===== config.mk =====
export PLATFORM = sky130hd
export DESIGN_NAME = data_bus_arbiter
export DESIGN_NICKNAME = d
export VERILOG_FILES = /design/src/rtl/data_bus_pkg.sv /design/src/rtl/data_bus_arb_pick.sv /design/src/rtl/data_bus_arbiter.sv
export SDC_FILE = /design/constraint.sdc
export NUM_CORES = 1
export LEC_CHECK = 0
export BUFFER_PORTS_ARGS = -buffer_cell sky130_fd_sc_hd__buf_2
export CORE_MARGIN = 10
export CORE_UTILIZATION = 45
export CTS_BUF_LIST = sky130_fd_sc_hd__clkbuf_4
export CTS_CLUSTER_DIAMETER = 50
export DETAILED_ROUTE_END_ITERATION = 8
export PLACE_DENSITY = 0.82
export SLEW_MARGIN = 20
export SYNTH_ARGS = -nofsm -noshare
export SYNTH_HDL_FRONTEND = slang
export SYNTH_SLANG_ARGS = --single-unit

===== constraint.sdc =====
create_clock -name iCLK -period 1.99 [get_ports iCLK]
set_clock_uncertainty 0.05 [all_clocks]
set_input_delay 0.199 -clock iCLK [delete_from_list [all_inputs] [get_ports iCLK]]
set_output_delay 0.199 -clock iCLK [all_outputs]
set_load 0.05 [all_outputs]

===== src/rtl/data_bus_pkg.sv =====
// Shared types and constants for the two-master data bus arbiter.
package data_bus_pkg;

   localparam int ADDR_W = 32;
   localparam int DATA_W = 32;
   localparam int BE_W   = 4;

   // Arbiter FSM: wait for a request, run the bus phase, pulse the ack
   typedef enum logic [1:0] {
      IDLE = 2'd0,
      BUS  = 2'd1,
      ACK  = 2'd2
   } state_e;

   // Owner encoding used on the owner output and internally
   localparam logic OWNER_M0 = 1'b0;
   localparam logic OWNER_M1 = 1'b1;

endpackage


===== src/rtl/data_bus_arb_pick.sv =====
// Combinational grant decision between CPU (M0) and DMA (M1) masters:
// round-robin on contention, with an M1 lock that is bounded by MAX_BURST.
module data_bus_arb_pick
   import data_bus_pkg::*;
#(
   parameter int MAX_BURST = 8
) (
   input  logic       m0_req,
   input  logic       m1_req,
   input  logic       m1_lock,
   input  logic       last_owner,
   input  logic [7:0] burst_cnt,
   output logic       grant_valid,
   output logic       grant_owner
);

   localparam logic [7:0] BURST_MAX = 8'(MAX_BURST);

   // Pick the winner; the lock only extends an M1 run that is already in progress
   always_comb begin
      grant_valid = m0_req | m1_req;
      grant_owner = OWNER_M0;
      if (m0_req && m1_req) begin
         if ((last_owner == OWNER_M1) && m1_lock && (burst_cnt < BURST_MAX)) begin
            grant_owner = OWNER_M1;
         end else begin
            grant_owner = ~last_owner;
         end
      end else if (m1_req) begin
         grant_owner = OWNER_M1;
      end
   end

endmodule


===== src/rtl/data_bus_arbiter.sv =====
// Two-master data bus arbiter: serialises M0/M1 transactions onto the shared
// bus with a fixed-length bus phase and a one-cycle completion ack.
module data_bus_arbiter
   import data_bus_pkg::*;
#(
   parameter int WAIT_CYCLES = 1,
   parameter int MAX_BURST   = 8
) (
   input  logic              iCLK,
   input  logic              iRST_N,
   input  logic              m0_req,
   input  logic              m0_we,
   input  logic [BE_W-1:0]   m0_be,
   input  logic [ADDR_W-1:0] m0_addr,
   input  logic [DATA_W-1:0] m0_wdata,
   input  logic              m1_req,
   input  logic              m1_we,
   input  logic [BE_W-1:0]   m1_be,
   input  logic [ADDR_W-1:0] m1_addr,
   input  logic [DATA_W-1:0] m1_wdata,
   input  logic              m1_lock,
   output logic              m0_ack,
   output logic              m1_ack,
   output logic [DATA_W-1:0] m0_rdata,
   output logic [DATA_W-1:0] m1_rdata,
   output logic [ADDR_W-1:0] DAddress,
   output logic [DATA_W-1:0] DWriteData,
   output logic [BE_W-1:0]   DByteEnable,
   output logic              DReadEnable,
   output logic              DWriteEnable,
   input  logic [DATA_W-1:0] DReadData,
   output logic              owner,
   output logic              busy
);

   localparam logic [3:0] WAIT_LOAD = 4'(WAIT_CYCLES - 1);
   localparam logic [7:0] BURST_MAX = 8'(MAX_BURST);

   state_e              state_q;
   logic [3:0]          wait_q;
   logic                owner_q;
   logic                last_owner_q;
   logic [7:0]          burst_cnt_q;
   logic [7:0]          burst_cnt_d;
   logic                lat_we_q;
   logic [ADDR_W-1:0]   daddr_q;
   logic [DATA_W-1:0]   dwdata_q;
   logic [BE_W-1:0]     dbe_q;
   logic                dre_q;
   logic                dwe_q;
   logic [DATA_W-1:0]   rdata_q;
   logic                m0_ack_q;
   logic                m1_ack_q;
   logic                busy_q;

   logic                grant_valid;
   logic                grant_owner;
   logic                sel_we;
   logic [BE_W-1:0]     sel_be;
   logic [ADDR_W-1:0]   sel_addr;
   logic [DATA_W-1:0]   sel_wdata;

   data_bus_arb_pick #(
      .MAX_BURST (MAX_BURST)
   ) u_pick (
      .m0_req      (m0_req),
      .m1_req      (m1_req),
      .m1_lock     (m1_lock),
      .last_owner  (last_owner_q),
      .burst_cnt   (burst_cnt_q),
      .grant_valid (grant_valid),
      .grant_owner (grant_owner)
   );

   // Payload of the winning master and the burst count after this grant
   always_comb begin
      sel_we      = m0_we;
      sel_be      = m0_be;
      sel_addr    = m0_addr;
      sel_wdata   = m0_wdata;
      burst_cnt_d = 8'd0;
      if (grant_owner == OWNER_M1) begin
         sel_we      = m1_we;
         sel_be      = m1_be;
         sel_addr    = m1_addr;
         sel_wdata   = m1_wdata;
         burst_cnt_d = burst_cnt_q;
         if (m0_req && (burst_cnt_q < BURST_MAX)) begin
            burst_cnt_d = burst_cnt_q + 8'd1;
         end
      end
   end

   // Arbiter FSM; all bus-facing outputs are registered and only nonzero in BUS
   always_ff @(posedge iCLK or negedge iRST_N) begin
      if (!iRST_N) begin
         state_q      <= IDLE;
         wait_q       <= 4'd0;
         owner_q      <= OWNER_M0;
         last_owner_q <= OWNER_M1;
         burst_cnt_q  <= 8'd0;
         lat_we_q     <= 1'b0;
         daddr_q      <= '0;
         dwdata_q     <= '0;
         dbe_q        <= '0;
         dre_q        <= 1'b0;
         dwe_q        <= 1'b0;
         rdata_q      <= '0;
         m0_ack_q     <= 1'b0;
         m1_ack_q     <= 1'b0;
         busy_q       <= 1'b0;
      end else begin
         case (state_q)
            IDLE: begin
               if (grant_valid) begin
                  state_q      <= BUS;
                  wait_q       <= WAIT_LOAD;
                  owner_q      <= grant_owner;
                  last_owner_q <= grant_owner;
                  burst_cnt_q  <= burst_cnt_d;
                  lat_we_q     <= sel_we;
                  daddr_q      <= sel_addr;
                  dwdata_q     <= sel_wdata;
                  dbe_q        <= sel_be;
                  dre_q        <= ~sel_we;
                  // Write strobe only in the last bus cycle (single pulse)
                  dwe_q        <= sel_we && (WAIT_LOAD == 4'd0);
                  busy_q       <= 1'b1;
               end
            end
            BUS: begin
               if (wait_q == 4'd0) begin
                  state_q  <= ACK;
                  daddr_q  <= '0;
                  dwdata_q <= '0;
                  dbe_q    <= '0;
                  dre_q    <= 1'b0;
                  dwe_q    <= 1'b0;
                  m0_ack_q <= (owner_q == OWNER_M0);
                  m1_ack_q <= (owner_q == OWNER_M1);
                  if (!lat_we_q) begin
                     rdata_q <= DReadData;
                  end
               end else begin
                  wait_q <= wait_q - 4'd1;
                  dwe_q  <= lat_we_q && (wait_q == 4'd1);
               end
            end
            ACK: begin
               state_q  <= IDLE;
               m0_ack_q <= 1'b0;
               m1_ack_q <= 1'b0;
               busy_q   <= 1'b0;
            end
            default: begin
               state_q <= IDLE;
            end
         endcase
      end
   end

   assign m0_ack       = m0_ack_q;
   assign m1_ack       = m1_ack_q;
   assign m0_rdata     = rdata_q;
   assign m1_rdata     = rdata_q;
   assign DAddress     = daddr_q;
   assign DWriteData   = dwdata_q;
   assign DByteEnable  = dbe_q;
   assign DReadEnable  = dre_q;
   assign DWriteEnable = dwe_q;
   assign owner        = owner_q;
   assign busy         = busy_q;

endmodule

# == After elaboration in Yosys (flattened, before gate mapping) ==
# Index checks and enable logic that the tools add are counted.
# op_classes
mux,35
addsub,2
order_cmp,1
n_reduce_logical,19
eq_ne,7
n_bitwise,5
# ops
operator,count
32-bit 2-to-1 mux,5
32-bit case mux with 2 select lines,2
4-bit 2-to-1 mux,5
8-bit 2-to-1 mux,2
4-bit case mux with 2 select lines,2
3-bit AND reduction,4
1-bit 2-to-1 mux,11
1-bit case mux with 2 select lines,5
2-bit AND reduction,5
"8-bit by 1-bit adder with 8-bit output, second input constant",1
"8-bit by 4-bit < comparator with 1-bit output, second input constant",1
"2-bit inequality test, second input constant",3
2-bit nonzero test,3
1-bit logical AND,5
"4-bit by 1-bit == test with 1-bit output, second input constant",1
4-bit zero test,1
2-bit 2-to-1 mux,2
1-bit inverter,4
2-bit case mux with 2 select lines,1
"4-bit by 1-bit subtractor with 4-bit output, second input constant",1
"2-bit by 1-bit == test with 1-bit output, second input constant",1
"2-bit == test, second input constant",1
2-bit zero test,1
"2-bit by 1-bit inequality test with 1-bit output, second input constant",1
1-bit OR,1
# totals
inputBits,175
out_inout_bits,138
ff_bits,122
elab_cells,84

# == Depth between registers and ports, before layout ==
# Gate-level depths: netlist (run 1).
# logic_depth
depth_word,8
ltp_mapped,8

# == Hierarchy ==
# Synthesis (run 1) repeated with hierarchy kept, for this count alone.
# hier_totals
hier_cells,435
area_unflattened_um2,5778.0
# by_module_without_submodules
mod,seq_area_each_um2,cells_per_inst,instances,area_per_inst_um2
data_bus_arbiter,3054.2,430,1,5736.8
data_bus_arb_pick,0.0,5,1,41.3

# == Worst setup path after synthesis (run 1) ==
# OpenSTA, ideal clock, no wires.
# synth_path
kind,register -> register
startpoint,register wait_q[0]
endpoint,register wait_q[1]
path_stages_with_launch,7
setup_ps,83
required_time_ps,1857
t_arrival_ps,1630
path_buffers,0
slack_ps,228
path_cell_list,dfrtp_1 > inv_1 > ha_1 > or3b_2 > nand2_1 > or4b_2 > o21ai_0
# synth_via
elab_chain_len,3
word_cells_on_any_way,6
# synth_rtl
item,line,source
"start, declared",data_bus_arbiter.sv:40,logic [3:0] wait_q;
"start signal, assigned",data_bus_arbiter.sv:145,wait_q <= wait_q - 4'd1;
4-bit by 1-bit subtractor with 4-bit output or 4-bit zero test (tied branches),"data_bus_arbiter.sv:145, data_bus_arbiter.sv:132",
4-bit 2-to-1 mux or 2-bit inequality test (tied branches),--,
4-bit case mux with 2 select lines or 3-bit AND reduction (tied branches),--,
# Parallel ways exist; a longest one is shown, timed or not. The select of a mux whose other input is x is not followed.
# A chain may end at the register's enable or synchronous reset.

# == Worst setup path after layout (run 1) ==
# layout_path
startpoint,register state_q[0]
endpoint,"register dwdata_q[20], in the netlist DWriteData[20]"
# layout_via
elab_chain_len,3
word_cells_on_any_way,7
# layout_rtl
item,line,source
"start, declared",data_bus_arbiter.sv:39,state_e state_q;
"start signal, assigned",data_bus_arbiter.sv:97,state_q <= IDLE;
"start signal, assigned",data_bus_arbiter.sv:116,state_q <= BUS;
"start signal, assigned",data_bus_arbiter.sv:133,state_q <= ACK;
2-bit by 1-bit == test with 1-bit output or 2-bit zero test (tied branches),data_bus_arbiter.sv:113,case (state_q)
2-bit inequality test (no line) or 2-bit nonzero test (tied branches),--,
3-bit AND reduction (no line),--,
"end signal, assigned",data_bus_arbiter.sv:123,dwdata_q <= sel_wdata;
"end, declared",data_bus_arbiter.sv:47,logic [DATA_W-1:0] dwdata_q;
# Parallel ways exist; a longest one is shown, timed or not.

==> flow_metrics.py, run 1 <==
metrics = {
    "setup_path": {
        "worstSetupPathType": "reg2reg",
        "critPathMaxFanout": 35,
        "cp.arrival_ns": 2.33,
        "cp.required_ns": 2.36,
        "cp-start-kind": "flip-flop",
        "end_kind": "flip-flop",
        "reg2reg_depth": 5,
    },
    "global_route": {
        "grt_overflow": 0,
        "grt_pass1_wl_mm": 39.59,
        "grt_max_degree": 77,
        "antenna_found_initial": 10,
        "grt_pass1_vias": 6643,
        "grtUsageTotal_pct": 30.53,
    },
    "yosys": {
        "synth_cell_types": 44,
        "syn_area_mm2": 0.005453,
        "synth_compound_area_share_pct": 14.80,
        "synth-main-ff-cell": "dfrtp_1",
        "netlist_top_cells_count": "dfrtp_1 (121), and3_1 (69), a221o_1 (68)",
        "ys_seq_area_share_pct": 56.01,
        "ys_async_sr_fraction_pct": 100.0,
        "synth.top_cell.area_share_pct": 55.53,
        "synthSimpleGateAreaFrac_pct": 13.06,
        "synth_area_leaders": "dfrtp_1 (56%), a221o_1 (12%), and3_1 (7.9%)",
        "synthAdderAreaFrac_pct": 0.9179,
        "synth_xor_area_share_pct": 0.4819,
        "synth_top_family_by_area": "compound AO/OA/AOI/OAI gates",
        "ys_warn_count": 0,
        "synthMuxAreaShare_pct": 6.792,
        "synth.most_common_cell": "dfrtp_1",
        "synth-edff-count": 0,
        "synth_fp_nets": 614,
        "synth_seq_cells": 122,
        "avgSynthCellArea_um2": 12.54,
        "synthesis.instances": 435,
        "synth_top_cell_by_area": "dfrtp_1",
    },
    "sta": {
        "min_period_ns": 1.954,
        "worst_slack_ns": 0.03626,
        "fin_crit_sh_pct": 98.18,
        "timing.fmax_mhz": 511.8,
        "tightest_slew_ns": 0.6609,
        "tns_ns": 0,
        "hold_viol_final": 0,
        "rsz0062_at_grt": "no",
        "slew_headroom_pct": 55.89,
        "setup_violations": 0,
        "slew_viol_final": 0,
    },
    "die": {
        "chipHeight_um": 130.1,
        "start_util_pct": 45.59,
        "die-area_mm2": 0.01692,
        "ios": 313,
        "die_w_um": 130.1,
        "rows": 40,
        "core_area_mm2": 0.01196,
    },
    "route": {
        "post-route-drc-count": 0,
        "first_pass_iters": 5,
        "detail-route-antenna-nets": 0,
        "vias": 6075,
        "wl_per_cell_um": 25.24,
        "finalWirelength_mm": 26.73,
        "viasPerCell": 5.737,
        "drt_iter0_markers": 879,
    },
    "placement": {
        "gp_congestion": 0.9028,
        "io_buffers": 312,
        "dp_hpwl_mm": 15.01,
        "dp_cells": 845,
        "pre_cts_ws_ns": 0.01593,
    },
    "cells_and_area": {
        "instances_no_fill": 1059,
        "postLayoutCoreUtil_pct": 76.12,
        "area_growth_pct": 66.98,
        "nets": 1068,
        "post_route_cells_drive_above_1_share_pct": 45.34,
    },
    "clock_network": {
        "clockBufferDepth": 2,
        "worstSkewPairLatency_ns": 0.54,
        "cts_tree": "built",
        "h-tree-depth": 4,
        "cts_buffers": 17,
        "clk_pin_slew_ns": 0.14,
        "cts_sinks": 122,
        "cts_root_buf": "clkbuf_4",
    },
    "outcome": {
        "status": "finished, final reports clean",
    },
    "flow_run": {
        "cap_violations": 0,
    },
    "hold_path": {
        "min_path_type": "in2async",
    },
    "power_and_ir_drop": {
        "p_leak_nw": 4.772,
        "p_per_area_mw_per_mm2": 1889,
        "peakVddDrop_v": 0.001093,
    },
}
[critical path, stage by stage, from the launching register on]
cell     delay [ns]
dfrtp_1        0.41
buf_4          0.17
nor3_4         0.38
nor2_4         0.19
buf_12         0.22
a221o_1        0.40
[state kept, by name, indices dropped and copies added (netlist names), 2 cells and up]
name and flops:
DAddress 32, DWriteData 32, m0_rdata 32, burst_cnt_q 8, DByteEnable 4, wait_q 4
state_q 2
[cell usage in the layout, fill, tap and decap left out, types with 2 or more instances in the layout]
| cell type | instances |
|---|---|
| ha_1 | 4 |
| buf_2 | 311 |
| nand2_1 | 4 |
| buf_4 | 9 |
| a221o_1 | 68 |
| xor2_1 | 3 |
| bufinv_16 | 3 |
| inv_1 | 3 |
| clkinv_4 | 5 |
| dlygate4sd3_1 | 171 |
| nor2_2 | 2 |
| dfrtp_1 | 121 |
| nor2b_1 | 4 |
| nor3_1 | 2 |
| and3_1 | 69 |
| o21ai_0 | 8 |
| nor2_1 | 15 |
| nor2_4 | 2 |
| buf_12 | 9 |
| clkinvlp_4 | 2 |
| a21oi_1 | 2 |
| inv_6 | 3 |
| clkbuf_4 | 17 |
| nor4b_1 | 2 |
| nand3_1 | 5 |
| mux2_2 | 32 |
| diode_2 | 10 |
[per-stage QoR]
stage / power (mW) / cell area [µm²] / hold slack, ns
after floorplan: 12.16 / 5453 / -0.1466
after global placement: 14.18 / 7037 / 0.06145
after detailed placement: 14.46 / 7037 / 0.06120
after CTS: 16.66 / 9067 / 0.01308
after global routing: 17.85 / 9105 / 0.01401
final: 17.20 / 9105 / 0.03656
[cell type report]
class	instances	area (µm²)
Clock buffer	17	127.6
Clock inverter	15	191.4
Timing Repair Buffer	500	3516
Sequential cell	122	3054
Multi-Input combinational cell	244	1992
Fill cell	693	2856
Inverter	4	15.01
Tap cell	147	183.9
Antenna cell	10	25.02
[path summary, 6_finish.rpt]
path                                   to  slack, ns          from
hold reg to reg              last_owner_q       0.46  last_owner_q
setup reg to reg           DWriteData[20]       0.04    state_q[0]
setup / recovery           DWriteData[20]       0.04    state_q[0]
hold / removal             DWriteData[31]       0.04        iRST_N
max in group asynchronous    last_owner_q       1.18        iRST_N
min in group iCLK                lat_we_q       0.04         m0_we
[report_power, final]
group	total [mW]	switching (mW)	internal, mW
combinational	10.7	7.66	3.05
sequential	4.50	0.891	3.60
clock	2.00	1.10	0.896
[repair_timing]
action,4_1_cts,5_1_grt
hold buffers,171,0
hold endpoints to repair,222,0
setup buffers,0,0
resized for setup,0,3
setup endpoints to repair,0,46
[cell families (layout without fill, tap and decap cells)]
family                   count (synthesis)  in the layout
AO/OA/AOI/OAI                           86             86
buffers and inverters                   70            536
adder cells (fa/ha/maj)                  4              4
AND/OR/NAND/NOR                        117            118
multiplexers                            33             33
XOR/XNOR                                 3              3
flip-flops                             122            122
other                                    0             10
[metal layers]
| metal | GRT usage (%) | routed length, µm | vias to the layer above |
|---|---|---|---|
| met4 | 22.75 | 1936 | 0 |
| li1 | - | - | 2551 |
| met1 | 31.24 | 8713 | 2862 |
| met5 | 0 | 0 | - |
| met2 | 50.48 | 13300 | 501 |
| met3 | 11.12 | 2771 | 161 |
No activity file was read; power rests on OpenSTA's default activity.
==> inputs of run 2 (changes only) <==
--- a/config.mk
+++ b/config.mk
@@ -6,12 +6,12 @@
 export NUM_CORES = 1
 export LEC_CHECK = 0
 export BUFFER_PORTS_ARGS = -buffer_cell sky130_fd_sc_hd__buf_2
-export CORE_MARGIN = 10
-export CORE_UTILIZATION = 45
+export CORE_AREA = 2 2 120 122
 export CTS_BUF_LIST = sky130_fd_sc_hd__clkbuf_4
 export CTS_CLUSTER_DIAMETER = 50
 export DETAILED_ROUTE_END_ITERATION = 8
-export PLACE_DENSITY = 0.82
+export DIE_AREA = 0 0 122 124
+export PLACE_DENSITY = 0.73
 export SLEW_MARGIN = 20
 export SYNTH_ARGS = -nofsm -noshare
 export SYNTH_HDL_FRONTEND = slang
==> constraint.sdc (replaced) <==
create_clock -name iCLK -period 1.99 [get_ports iCLK]
set_clock_uncertainty 0.05 [all_clocks]
set_input_delay 0.398 -clock iCLK [delete_from_list [all_inputs] [get_ports iCLK]]
set_output_delay 0.398 -clock iCLK [all_outputs]
set_load 0.05 [all_outputs]
==> flow_metrics.py, run 2 (synthesized netlist as in run 1, its figures left out) <==
metrics = {
    "clock_network": {
        "worstSkewPairLatency_ns": 0.51,
        "cts_sinks": 122,
        "cts_tree": "built",
        "clk_pin_slew_ns": 0.11,
        "clockBufferDepth": 2,
        "cts_root_buf": "clkbuf_4",
        "h-tree-depth": 4,
        "cts_buffers": 17,
    },
    "sta": {
        "slew_headroom_pct": 67.35,
        "timing.fmax_mhz": 526.7,
        "hold_viol_final": 0,
        "tns_ns": 0,
        "tightest_slew_ns": 0.4897,
        "setup_violations": 0,
        "slew_viol_final": 0,
        "worst_slack_ns": 0.09140,
        "min_period_ns": 1.899,
        "fin_crit_sh_pct": 95.41,
    },
    "cells_and_area": {
        "post_route_cells_drive_above_1_share_pct": 55.05,
        "area_growth_pct": 35.29,
        "postLayoutCoreUtil_pct": 53.77,
        "instances_no_fill": 917,
        "nets": 898,
        "final_cell_mix": "buf_2 (311), dfrtp_1 (121), and3_1 (69)",
        "final_area_mm2": 0.007377,
        "layout_commonest_cell": "buf_2",
    },
    "setup_path": {
        "cp.buffers_inverters": 1,
        "crit_start": "wait_q[0]",
        "crit_family": "simple AND/OR/NAND/NOR gates",
        "cp.arrival_ns": 2.27,
        "reg2reg_from": "wait_q[0]",
        "cp_cell_sequence": "inv_1 -> ha_2 -> or3b_2 -> nand2_1 -> or4b_2 -> o21ai_0",
        "ff2ff_setup_slack_ns": 0.09,
        "cp.required_ns": 2.36,
        "end_kind": "flip-flop",
        "cp_slowest_cell": "or4b_2",
        "critPathMaxFanout": 4,
        "cp_slowest_stage_delay_ns": 0.63,
        "cp-start-kind": "flip-flop",
        "worstSetupPathType": "reg2reg",
    },
    "die": {
        "chipHeight_um": 124,
        "die_w_um": 122,
        "ios": 313,
        "rows": 43,
        "start_util_pct": 39.74,
        "core_area_mm2": 0.01372,
        "die-area_mm2": 0.01513,
    },
    "global_route": {
        "antenna_found_initial": 5,
        "grtUsageTotal_pct": 21.18,
        "grt_pass1_wl_mm": 24.41,
        "grt_max_degree": 50,
        "grt_overflow": 0,
        "grt_pass1_vias": 4657,
    },
    "placement": {
        "pre_cts_ws_ns": 0.08851,
        "dp_hpwl_mm": 12.36,
        "place_area_mm2": 0.007063,
        "io_buffers": 312,
        "dp_cells": 876,
        "gp_congestion": 0.8516,
    },
    "route": {
        "first_pass_iters": 4,
        "post-route-drc-count": 0,
        "detail-route-antenna-nets": 0,
        "finalWirelength_mm": 16.63,
        "wl_per_cell_um": 18.13,
        "drt_iter0_markers": 517,
        "vias": 4750,
        "viasPerCell": 5.180,
    },
    "flow_run": {
        "cap_violations": 0,
    },
    "power_and_ir_drop": {
        "p_per_area_mw_per_mm2": 2161,
        "p_leak_nw": 4.045,
        "peakVddDrop_v": 0.0007613,
    },
    "hold_path": {
        "min_path_type": "in2reg",
        "min_from": "m1_wdata[17]",
    },
    "outcome": {
        "status": "finished, final reports clean",
    },
}
==> run 2: cell types whose count changed in the layout (fill, tap and decap cells not counted), sizes merged <==
| cell | change |
|---|---|
| dlygate4sd3 | -168 |
| diode | -5 |
| clkbuf | +4 |
| inv | -4 |
| clkinv | +2 |
| buf | -1 |
| bufinv | -1 |
| clkinvlp | -1 |
| nor2 | -1 |
==> run 2: metrics by stage <==
stage | total power [mW] | hold WS [ns]
finish | 15.94 | 0.05592
global route | 16.71 | 0.004470
CTS | 16.03 | 0.003157
detailed placement | 14.32 | 0.3478
global placement | 14.08 | 0.3408
floorplan | 12.16 | 0.05241
==> run 2: per-layer routing <==
metal / share of wire [%] / up-vias / global-route usage, %
met5: 0 / - / 0
met3: 7.5 / 22 / 4.853
met4: 2.2 / 0 / 9.842
met1: 38 / 2287 / 24.60
li1: - / 2197 / -
met2: 52 / 244 / 37.19
==> run 2: what timing repair did <==
item,in CTS,in global routing
setup buffers,0,1
endpoints found under the setup margin,0,1
hold buffers,3,0
hold endpoints to repair,32,0
resized for setup,0,1
==> run 2: cell type report <==
class	count	area (µm²)
Fill cell	1216	6342
Sequential cell	122	3054
Multi-Input combinational cell	243	1982
Timing Repair Buffer	331	1827
Tap cell	180	225.2
Clock buffer	21	157.7
Clock inverter	11	103.9
Inverter	4	15.01
Antenna cell	5	12.51
==> run 2: final timing paths <==
check                                      end  cells after the start
worst min register to register            busy                      1
worst min-delay path            DWriteData[17]                      2
min in group asynchronous             lat_we_q                      2
max in group asynchronous        DWriteData[1]                      3
worst max register to register       wait_q[1]                      6
worst max-delay path                 wait_q[1]                      6
==> run 2: power breakdown <==
part / internal [mW] / switching [mW] / leakage, nW / total [mW]
sequential: 3.61 / 0.772 / 1.53 / 4.38
clock: 0.778 / 0.900 / 0.149 / 1.68
combinational: 2.83 / 7.05 / 2.37 / 9.89
==> run 2: worst register-to-register path, delay by kind of cell (launching register included) <==
| kind | cells | cell delay [ns] |
|---|---|---|
| simple gates | 3 | 0.94 |
| buf+inv | 1 | 0.09 |
| compound gates | 1 | 0.10 |
| flops | 1 | 0.42 |
| fa+ha+maj | 1 | 0.21 |
